## src/rtl/tpu_gen2.sv

```systemverilog
// tpu_gen2: text processing unit. Executes 48-bit commands against a dual-port
// text RAM: clear, print, locate, set attribute, set mask, scroll-up and fill.
// Optional feature macro: TPU_AUTOSCROLL_EN (a PRINT that runs off the bottom
// row scrolls the screen by the glyph height instead of wrapping to row 0).
// Outputs are decoded from registered state; during a scroll copy the write
// data is the RAM read data passed straight through.
module tpu_gen2 #(
  parameter int COLS     = 100,
  parameter int ROWS     = 60,
  parameter int ADDR_W   = 16,
  parameter int READ_LAT = 1
) (
  input  logic              clk,
  input  logic              reset,
  input  logic              execute,
  input  logic [47:0]       command,
  output logic              busy,
  output logic              video_write,
  output logic              video_read,
  output logic [ADDR_W-1:0] video_address,
  output logic [23:0]       video_value,
  input  logic [23:0]       video_rdata,
  output logic [23:0]       video_mask
);
  typedef enum logic [3:0] {
    IDLE, CLR, PR_CELL, PR_ADV, SCR_RD, SCR_WAIT, SCR_WR, SCR_BLANK, FILL, DONE
  } state_t;

  typedef struct packed {
    logic       inv;
    logic       ul;
    logic [2:0] bg;
    logic [2:0] fg;
    logic       blink;
    logic [1:0] size;
    logic       ht;
    logic [1:0] page;
  } attr_t;

  localparam attr_t             ATTR_RST = '{1'b0, 1'b0, 3'd0, 3'd7, 1'b0, 2'd0, 1'b0, 2'd0};
  localparam logic [ADDR_W-1:0] TOTAL    = ADDR_W'(COLS * ROWS);
  localparam logic [ADDR_W-1:0] TOTAL_M1 = ADDR_W'(COLS * ROWS - 1);
  localparam logic [ADDR_W-1:0] COLS_A   = ADDR_W'(COLS);
  localparam logic [ADDR_W-1:0] ONE_A    = ADDR_W'(1);
  localparam logic [8:0]        COLS9    = 9'(COLS);
  localparam logic [8:0]        ROWS9    = 9'(ROWS);
  localparam logic [7:0]        XMAX     = 8'(COLS - 1);
  localparam logic [7:0]        YMAX     = 8'(ROWS - 1);
  localparam logic [2:0]        WL       = 3'(READ_LAT - 1);

  state_t            state_q, state_d;
  attr_t             attr_q, attr_d;
  logic [7:0]        x_q, x_d, y_q, y_d, ch_q, ch_d;
  logic [23:0]       mask_q, mask_d;
  logic [1:0]        ci_q, ci_d;
  logic [ADDR_W-1:0] cnt_q, cnt_d, off_q, off_d, cend_q, cend_d;
  logic [2:0]        wcnt_q, wcnt_d;
  logic [7:0]        fx0_q, fx0_d, fx_q, fx_d, fy_q, fy_d;
  logic [8:0]        fxe_q, fxe_d, fye_q, fye_d;

  // Combinational helpers: glyph geometry, cell coordinates, clip bounds.
  logic [7:0]        gw, gh, scr_n;
  logic [8:0]        nx, ny, cx, cy, sx, sy, nfx, nfy;
  logic              cell_on, scr_go;
  logic [ADDR_W-1:0] cell_addr, fill_addr, off_n;
  logic [23:0]       cell_val, fill_val, blank_val;

  always_comb begin
    gw        = {7'd0, attr_q.size[0]} + 8'd1;
    gh        = {7'd0, attr_q.size[1]} + 8'd1;
    nx        = {1'b0, x_q} + {1'b0, gw};
    ny        = {1'b0, y_q} + {1'b0, gh};
    cx        = {1'b0, x_q} + {8'd0, ci_q[0]};
    cy        = {1'b0, y_q} + {8'd0, ci_q[1]};
    cell_on   = (cx < COLS9) && (cy < ROWS9);
    cell_addr = ADDR_W'(cy) * COLS_A + ADDR_W'(cx);
    fill_addr = ADDR_W'(fy_q) * COLS_A + ADDR_W'(fx_q);
    sx        = {1'b0, command[15:8]} + {1'b0, command[31:24]};
    sy        = {1'b0, command[23:16]} + {1'b0, command[39:32]};
    nfx       = {1'b0, fx_q} + 9'd1;
    nfy       = {1'b0, fy_q} + 9'd1;
    cell_val  = {attr_q.inv, attr_q.ul, attr_q.bg, attr_q.fg, attr_q.blink, ci_q,
                 attr_q.size, attr_q.ht, attr_q.page, ch_q};
    fill_val  = {attr_q.inv, attr_q.ul, attr_q.bg, attr_q.fg, attr_q.blink, 2'b00,
                 attr_q.size, attr_q.ht, attr_q.page, ch_q};
    blank_val = {2'b00, attr_q.bg, attr_q.fg, 8'h00, 8'h20};
  end

  // State and working registers.
  always_ff @(posedge clk or posedge reset) begin
    if (reset) begin
      state_q <= IDLE;      attr_q <= ATTR_RST;  x_q <= '0;    y_q <= '0;
      ch_q    <= '0;        mask_q <= 24'hFFFFFF; ci_q <= '0;  cnt_q <= '0;
      off_q   <= '0;        cend_q <= '0;        wcnt_q <= '0; fx0_q <= '0;
      fx_q    <= '0;        fy_q   <= '0;        fxe_q <= '0;  fye_q <= '0;
    end else begin
      state_q <= state_d;   attr_q <= attr_d;    x_q <= x_d;   y_q <= y_d;
      ch_q    <= ch_d;      mask_q <= mask_d;    ci_q <= ci_d; cnt_q <= cnt_d;
      off_q   <= off_d;     cend_q <= cend_d;    wcnt_q <= wcnt_d; fx0_q <= fx0_d;
      fx_q    <= fx_d;      fy_q   <= fy_d;      fxe_q <= fxe_d; fye_q <= fye_d;
    end
  end

  // Next-state: command decode and per-state sequencing.
  always_comb begin
    state_d = state_q; attr_d = attr_q; x_d = x_q; y_d = y_q; ch_d = ch_q;
    mask_d = mask_q; ci_d = ci_q; cnt_d = cnt_q; off_d = off_q; cend_d = cend_q;
    wcnt_d = wcnt_q; fx0_d = fx0_q; fx_d = fx_q; fy_d = fy_q; fxe_d = fxe_q;
    fye_d = fye_q; scr_go = 1'b0; scr_n = 8'd0;
    off_d = off_q;
    case (state_q)
      IDLE: if (execute) begin
        case (command[7:0])
          8'h01: begin state_d = CLR; cnt_d = '0; x_d = '0; y_d = '0; attr_d = ATTR_RST; end
          8'h02: begin state_d = PR_CELL; ch_d = command[15:8]; ci_d = 2'd0; end
          8'h03: begin
            state_d = DONE;
            x_d = (command[15:8] > XMAX) ? XMAX : command[15:8];
            y_d = (command[23:16] > YMAX) ? YMAX : command[23:16];
          end
          8'h04: begin
            state_d = DONE;
            attr_d  = '{command[23], command[22], command[21:19], command[18:16],
                        command[15], command[12:11], command[10], command[9:8]};
          end
          8'h05: begin state_d = DONE; mask_d = command[31:8]; end
          8'h06: begin scr_go = 1'b1; scr_n = command[15:8]; end
          8'h07: begin
            fx0_d = command[15:8]; fx_d = command[15:8]; fy_d = command[23:16];
            ch_d  = command[47:40];
            fxe_d = (sx > COLS9) ? COLS9 : sx;
            fye_d = (sy > ROWS9) ? ROWS9 : sy;
            if (command[31:24] == 8'd0 || command[39:32] == 8'd0 ||
                {1'b0, command[15:8]} >= COLS9 || {1'b0, command[23:16]} >= ROWS9)
              state_d = DONE;
            else
              state_d = FILL;
          end
          default: state_d = IDLE;
        endcase
      end
      CLR: begin
        cnt_d = cnt_q + ONE_A;
        if (cnt_q == TOTAL_M1) state_d = DONE;
      end
      PR_CELL: begin
        if (ci_q == attr_q.size) state_d = PR_ADV;
        else ci_d = ci_q + (attr_q.size[0] ? 2'd1 : 2'd2);
      end
      PR_ADV: begin
        state_d = DONE;
        if (nx >= COLS9) begin
          x_d = '0;
          if (ny >= ROWS9) begin
`ifdef TPU_AUTOSCROLL_EN
            y_d    = 8'(ROWS) - gh;
            scr_go = 1'b1;
            scr_n  = gh;
`else
            y_d = '0;
`endif
          end else begin
            y_d = ny[7:0];
          end
        end else begin
          x_d = nx[7:0];
        end
      end
      SCR_RD: begin
        wcnt_d  = 3'd1;
        state_d = (READ_LAT == 1) ? SCR_WR : SCR_WAIT;
      end
      SCR_WAIT: begin
        if (wcnt_q == WL) state_d = SCR_WR;
        else wcnt_d = wcnt_q + 3'd1;
      end
      SCR_WR: begin
        cnt_d   = cnt_q + ONE_A;
        state_d = (cnt_q == cend_q - ONE_A) ? SCR_BLANK : SCR_RD;
      end
      SCR_BLANK: begin
        cnt_d = cnt_q + ONE_A;
        if (cnt_q == TOTAL_M1) state_d = DONE;
      end
      FILL: begin
        if (nfx >= fxe_q) begin
          fx_d = fx0_q;
          if (nfy >= fye_q) state_d = DONE;
          else fy_d = nfy[7:0];
        end else begin
          fx_d = nfx[7:0];
        end
      end
      DONE:    state_d = IDLE;
      default: state_d = IDLE;
    endcase
    // Scroll entry is shared by the SCROLL opcode and print autoscroll.
    off_n = ADDR_W'(scr_n) * COLS_A;
    if (scr_go) begin
      cnt_d = '0;
      off_d = off_n;
      if (scr_n == 8'd0) state_d = DONE;
      else if ({1'b0, scr_n} >= ROWS9) state_d = SCR_BLANK;
      else begin state_d = SCR_RD; cend_d = TOTAL - off_n; end
    end
  end

  // Output decode from the current state; reads and writes never overlap.
  always_comb begin
    busy          = (state_q != IDLE);
    video_write   = 1'b0;
    video_read    = 1'b0;
    video_address = '0;
    video_value   = '0;
    video_mask    = 24'hFFFFFF;
    case (state_q)
      CLR:       begin video_write = 1'b1; video_address = cnt_q; video_value = 24'h070020; end
      PR_CELL:   begin
        video_write = cell_on; video_address = cell_addr; video_value = cell_val;
        video_mask  = mask_q;
      end
      SCR_RD:    begin video_read = 1'b1; video_address = cnt_q + off_q; end
      SCR_WR:    begin video_write = 1'b1; video_address = cnt_q; video_value = video_rdata; end
      SCR_BLANK: begin video_write = 1'b1; video_address = cnt_q; video_value = blank_val; end
      FILL:      begin
        video_write = 1'b1; video_address = fill_addr; video_value = fill_val;
        video_mask  = mask_q;
      end
      default: ;
    endcase
  end
endmodule

```

## config.mk

```make
export PLATFORM = sky130hd
export DESIGN_NAME = tpu_gen2
export DESIGN_NICKNAME = d
export VERILOG_FILES = /design/src/rtl/tpu_gen2.sv
export SDC_FILE = /design/constraint.sdc
export NUM_CORES = 1
export LEC_CHECK = 0
export BUFFER_PORTS_ARGS = -buffer_cell sky130_fd_sc_hd__buf_2
export CAP_MARGIN = 20
export CORE_MARGIN = 1.5
export CORE_UTILIZATION = 40
export DETAILED_ROUTE_END_ITERATION = 8
export PLACE_DENSITY_LB_ADDON = 0.1
export SLEW_MARGIN = 30
export SYNTH_ARGS = -nofsm -noshare
export SYNTH_HDL_FRONTEND = slang
export SYNTH_SLANG_ARGS = --single-unit
```

## constraint.sdc

```tcl
create_clock -name clk -period 6.3 [get_ports clk]
set_clock_uncertainty 0.2 [all_clocks]
set_input_delay 0.315 -clock clk [delete_from_list [all_inputs] [get_ports clk]]
set_output_delay 0.315 -clock clk [all_outputs]
set_load 0.01 [all_outputs]
```

# [Word-level counts from Yosys, hierarchy flattened]
# Index checks and enable logic that the tools add are counted.
[totals] reg_bits=158 inputBits=75 out_inout_bits=67 word_cells=188
[classes] add_sub_neg=18 multipliers=3 n_lt_le_gt_ge=13 n_eq_ne=35 mux=59 bitwise_logic=2 n_reduce_logical=35
[ops] cell="8-bit two-way mux" n=17
[ops] cell="24-bit one-hot mux with 5 select lines" n=1
[ops] cell="8-bit one-hot mux with 2 select lines" n=7
[ops] cell="16-bit one-hot mux with 4 select lines" n=1
[ops] cell="16-bit two-way mux" n=3
[ops] cell="8-bit by 3-bit equality test with 1-bit output, second input constant" n=4
[ops] cell="4-bit two-way mux" n=8
[ops] cell="16-bit one-hot mux with 2 select lines" n=1
[ops] cell="4-bit one-hot mux with 8 select lines" n=1
[ops] cell="14-bit one-hot mux with 2 select lines" n=1
[ops] cell="8-bit by 5-bit multiplier with 13-bit output, second input constant" n=2
[ops] cell="8-bit zero test" n=3
[ops] cell="24-bit two-way mux" n=1
[ops] cell="3-bit AND reduction" n=8
[ops] cell="4-bit one-hot mux with 5 select lines" n=1
[ops] cell="8-bit by 1-bit adder with 9-bit output" n=2
[ops] cell="8-bit by 1-bit adder with 9-bit output, second input constant" n=2
[ops] cell="8-bit by 2-bit adder with 9-bit output" n=2
[ops] cell="8-bit by 8-bit adder with 9-bit output" n=2
[ops] cell="9-bit >= comparator" n=2
[ops] cell="9-bit two-way mux" n=2
[ops] cell="3-bit != test, second input constant" n=6
[ops] cell="15-bit by 8-bit adder with 16-bit output" n=1
[ops] cell="16-bit by 1-bit adder with 16-bit output, second input constant" n=1
[ops] cell="52 further kinds" n=86

# [Logic depth before layout (Yosys ltp)]
[depth] depth_word=9 ltp_mapped=21 ltp_nobuf=19

# [Worst setup path before layout]
# No wires, ideal clock.
[synth_path] kind="reg2out" from="register ci_q[1]" to="output video_address[14]" arrival_ns=4.453 required_time_ns=5.785 slack_ns=1.332 stages_incl_launch_ff=19 path_buffers=0 path_cell_list="dfrtp_1 -> ha_1 -> ha_1 -> xnor2_1 -> inv_1 -> ha_1 -> ha_1 -> inv_1 -> fa_1 -> inv_1 -> ha_1 -> and3_1 -> a2111o_1 -> xor2_1 -> nand3_1 -> nor4_1 -> nor2b_1 -> xnor2_1 -> o21ai_0"
[synth_between] elab_chain_len=4
[synth_rtl] item="start, declared" line_no="55" text="logic [1:0] ci_q, ci_d;"
[synth_rtl] item="start signal, assigned" line_no="98" text="ch_q <= ch_d; mask_q <= mask_d; ci_q <= ci_d; cnt_q <= cnt_d;"
[synth_rtl] item="8-bit by 1-bit adder with 9-bit output" line_no="74" text="cy = {1'b0, y_q} + {8'd0, ci_q[1]};"
[synth_rtl] item="9-bit by 5-bit multiplier with 14-bit output" line_no="76" text="cell_addr = ADDR_W'(cy) * COLS_A + ADDR_W'(cx);"
[synth_rtl] item="16-bit by 9-bit adder with 16-bit output" line_no="76"
[synth_rtl] item="16-bit one-hot mux with 4 select lines" line_no="216" text="case (state_q)"
[synth_rtl] item="end, declared" line_no="20" text="output logic [ADDR_W-1:0] video_address,"
# Every way passes these cells.

# [Worst setup path in the final report]
# Ends and elaborated chain as after synthesis.

==> qor.csv <==
stage;metric;value;unit
die;I/O Pins;142;
power;Logic pwr share;18.0;%
logic_synthesis;syn_nets;1865;
routing;Initial DRC Count;788;
global_routing;Congestion Overflow GR;0;
finish;# fillers;3425;
worst_hold_path;hold-critical path depth;3;
logic_synthesis;post-synthesis mux area share;4.85;%
sta;worst-margin pin slew;0.947;ns
sta;Fin Setup TNS;0;ns
sta;RSZ-0062 raised after global routing;false;
job;Max Cap Viol;0;
critical_path;R2R Setup Slk;0.72;ns
worst_hold_path;Hold Crit Start;command[25];
critical_path;critical path class;flip-flop to output port;
logic_synthesis;post-synth top area share;23.1;%
die;DIE HEIGHT;190;um
critical_path;Worst R2R Start;state_q[2];
power;power share of the clock group;42.4;%
power;Switch Pwr;0.000819;W
clocking;CTS tree;done;
sta;final max-slew violation count;0;
critical_path;critical path's top delay family;adder cells;
logic_synthesis;most numerous cell in the Yosys netlist;ha_1;
global_routing;number of global-route vias before repair;11900;
critical_path;r2r endpoint;cend_q[14];
power;Net Sw Frac;31.8;%
global_routing;first-pass GRT wire length;68700;um
logic_synthesis;number of synthesized flops with an enable pin;0;
placed_design;I/O Buffers;141;
logic_synthesis;Synth Area in Simple Gates;18.2;%
power;power per cell area;162;nW/um2
power;Reg power frac;39.6;%
logic_synthesis;Post-Synth XOR/XNOR Area;8.40;%
finish;sequential cell area;3940;um2
sta;Hold Violations, Final;0;
finish;share of cells above drive strength 1;15.8;%
worst_hold_path;HP Class;input pin to flip-flop;
routing;Via density;5.52;
clocking;setup bufs post-CTS;0;
logic_synthesis;Synth Area in Adders;17.4;%
logic_synthesis;FF+latch count, synth;156;
logic_synthesis;Mapped Avg Cell Area;8.70;um2
sta;Setup Viol. Count Final;0;
die;Initial Utilization;40.6;%
power;P_int;0.00175;W
global_routing;antenna violations before repair;1;
logic_synthesis;Post-synth top cells;ha_1 (169), nand2_1 (164), dfrtp_1 (129);
critical_path;most frequent cell on the critical path;ha_1;
sta;Slew HR;36.7;%
placed_design;GPL Wtd Cong;0.885;
run_status;status;completed;
critical_path;CP Launch Type;flip-flop;
critical_path;CP Cell Sequence;ha_1 > ha_1 > xnor2_1 > inv_1 > ha_1 > ha_1 > inv_1 > fa_1 > inv_1 > ha_1 > and3_1 > a2111o_1 > xor2_1 > nand3_1 > nor4_1 > nor2b_1 > xnor2_1 > o21ai_0 > buf_2;
die;Site Rows;68;
critical_path;CP peak stage delay;0.49;ns
routing;First-pass DRT Iterations;5;
clocking;Max H-tree Level;4;
logic_synthesis;Async S/R FF share, synth;100;%
logic_synthesis;largest area contributor in the netlist;dfrtp_1;
critical_path;Critical Path Slowest Stage Cell;fa_1;
logic_synthesis;main combinational cell family by area after synthesis;simple AND/OR/NAND/NOR gates;
power;cell leakage power;7.68;nW
logic_synthesis;sequential cell area fraction in the yosys report;28.2;%
die;die area;36100;um2
sta;final worst path period share;93.1;%
routing;drt wl/cell;19.7;um
die;Die X;190;um
clocking;CTS clk-pin slew, worst paths;0.08;ns
logic_synthesis;Synth Area in Compound Gates;18.2;%
critical_path;worst path required time;5.78;ns
routing;vias after detailed routing;12200;
logic_synthesis;Distinct cells, synth;80;
finish;P&R area growth vs syn;14.0;%
clocking;# clock sinks;156;
routing;antenna-violating nets left;0;
critical_path;CP Max Fanout;5;
logic_synthesis;mapped cell area;14000;um2
clocking;CTS Root Cell;clkbuf_16;
global_routing;largest net degree at the start of global routing;102;
global_routing;gr usage total;24.7;%
sta;WHS;0.0237;ns
finish;antenna diode instance count;0;
sta;fmax;170;MHz
routing;final wirelength;43400;um
logic_synthesis;synth top area cells;dfrtp_1 (23%), ha_1 (15%), dfstp_2 (5.1%);
critical_path;crit path buf inv count;4;
routing;DRC viols;0;
clocking;clock buffer depth;2;
logic_synthesis;Ys Warns;0;
sta;clock period minus worst slack;5.87;ns
critical_path;Arrival @ worst endpoint;5.35;ns
finish;footprint of the multi-input gates;9400;um2
clocking;clock latency on the worst-skew pair;0.45;ns
die;Core Area;34500;um2
worst_hold_path;Hold Path End;mask_q[17];
critical_path;reg2reg path depth;18;
clocking;CTS buffer count;17;
logic_synthesis;Mapped Cells;1606;
finish;Layout Nets;1996;
power;Max VDD drop;0.190;mV
logic_synthesis;Post-synth top flop;dfrtp_1;
placed_design;hpwl dp;33100;um
critical_path;CP endpoint kind;output port;
worst register-to-register path: stages, from the launching register on:
cell and delay, ns:
dfrtp_1 0.55, nor4_4 0.54, inv_2 0.12, nor3_1 0.24
and2_1 0.62, nand2_1 0.24, ha_1 0.33, inv_1 0.04
ha_1 0.29, ha_1 0.30, ha_1 0.30, a21o_1 0.20
a211o_1 0.31, a2111oi_0 0.40, nor3_1 0.13, xor2_1 0.31
a21oi_1 0.09, xor2_1 0.19, o21ai_2 0.06
cell usage in the layout, fill, tap and decap left out, types with 12 or more instances in the layout:
cell type      synthesis  routed
a21o_1                18      18
a21oi_1               72      71
a22o_1                38      38
and2_1                12      12
and3_1                19      19
buf_2                  4     141
buf_4                  0      14
clkbuf_16              0      18
dfrtp_1              129     129
dfstp_2               27      27
dlygate4sd3_1          0      16
fa_1                  15      15
ha_1                 169     169
inv_1                116     115
mux2_2                30      30
mux2i_1               34      34
nand2_1              164     164
nand2b_1              37      37
nand3_1               33      33
nand4_1               22      22
nor2_1               119     119
nor2b_1               16      16
nor3_1                25      23
nor4_1                13      13
o211ai_1              12      12
o21a_1                12      12
o21ai_0              108     108
xnor2_1               78      77
xor2_1                56      56
stage by stage:
| step | util [%] | total power [W] | std cells | cell area, um2 | worst slack, ns |
|---|---|---|---|---|---|
| 2_1_floorplan | - | 0.00134 | 1606 | 14000 | 1.33 |
| 3_3_place_gp | 44.0 | 0.00149 | 2157 | 15100 | 0.914 |
| 3_5_place_dp | 44.0 | 0.00150 | 2157 | 15200 | 0.830 |
| 4_1_cts | 46.2 | 0.00260 | 2205 | 15900 | 0.360 |
| 5_1_grt | 46.2 | 0.00269 | 2205 | 15900 | 0.0276 |
| 6_report | 46.2 | 0.00257 | 2205 | 15900 | 0.434 |
sequential cells by signal, summed over array words and instances (netlist names):
signal	cells
state_q	4
off_q	13
x_q	8
mask_q	24
cnt_q	16
ch_q	8
fx_q	8
cend_q	14
wcnt_q	3
fx0_q	8
fy_q	8
fxe_q	9
y_q	8
ci_q	2
attr_q	14
fye_q	9
cells by family after synthesis:
kind of cell,after synthesis
AOI/OAI and AO/OA,378
buffers and inverters,176
DFF,156
adders and majority gates,185
xor gates and xnor gates,134
muxes,64
and+or+nand+nor,513
power groups by stage:
| stage | Clock, W | Combinational, W | Sequential (W) |
|---|---|---|---|
| after floorplan | 0 | 0.000303 | 0.00103 |
| after global routing | 0.00115 | 0.000519 | 0.00102 |
| after global placement | 0 | 0.000454 | 0.00104 |
| after detailed placement | 0 | 0.000458 | 0.00104 |
| final | 0.00109 | 0.000463 | 0.00102 |
| after CTS | 0.00111 | 0.000469 | 0.00102 |
final cells by class:
cell class	instances	share of cell area (%)
inverter	117	2.80
multi-input combinational	1274	59.0
clock inverter	13	0.888
timing repair buffer	171	6.10
clock buffer	19	2.91
sequential	156	24.7
tap	455	3.57
timing repair:
| action | CTS | global route |
|---|---|---|
| resized for setup | 0 | 1 |
| hold endpoints to repair | 102 | 0 |
| hold buffers | 16 | 0 |
| setup endpoints to repair | 0 | 2 |
how the worst max path moves through the flow:
stage / from / to / slack, ns / depth (start not counted)
6_report: ci_q[1] / video_address[14] / 0.43 / 19
5_1_grt: ci_q[1] / video_address[15] / 0.03 / 19
4_1_cts: ci_q[1] / video_address[14] / 0.36 / 19
3_5_place_dp: state_q[2] / cend_q[14] / 0.83 / 19
3_3_place_gp: state_q[2] / cend_q[14] / 0.91 / 18
2_1_floorplan: ci_q[1] / video_address[14] / 1.33 / 18
metal layers:
metal	global-route usage (%)	wire [um]	up-vias
li1	-	-	5990
met3	4.21	1850	52
met4	6.78	961	2
met1	33.8	20500	5858
met5	0	13	-
met2	40.1	20100	269
Power figures use the tool's default switching activity.
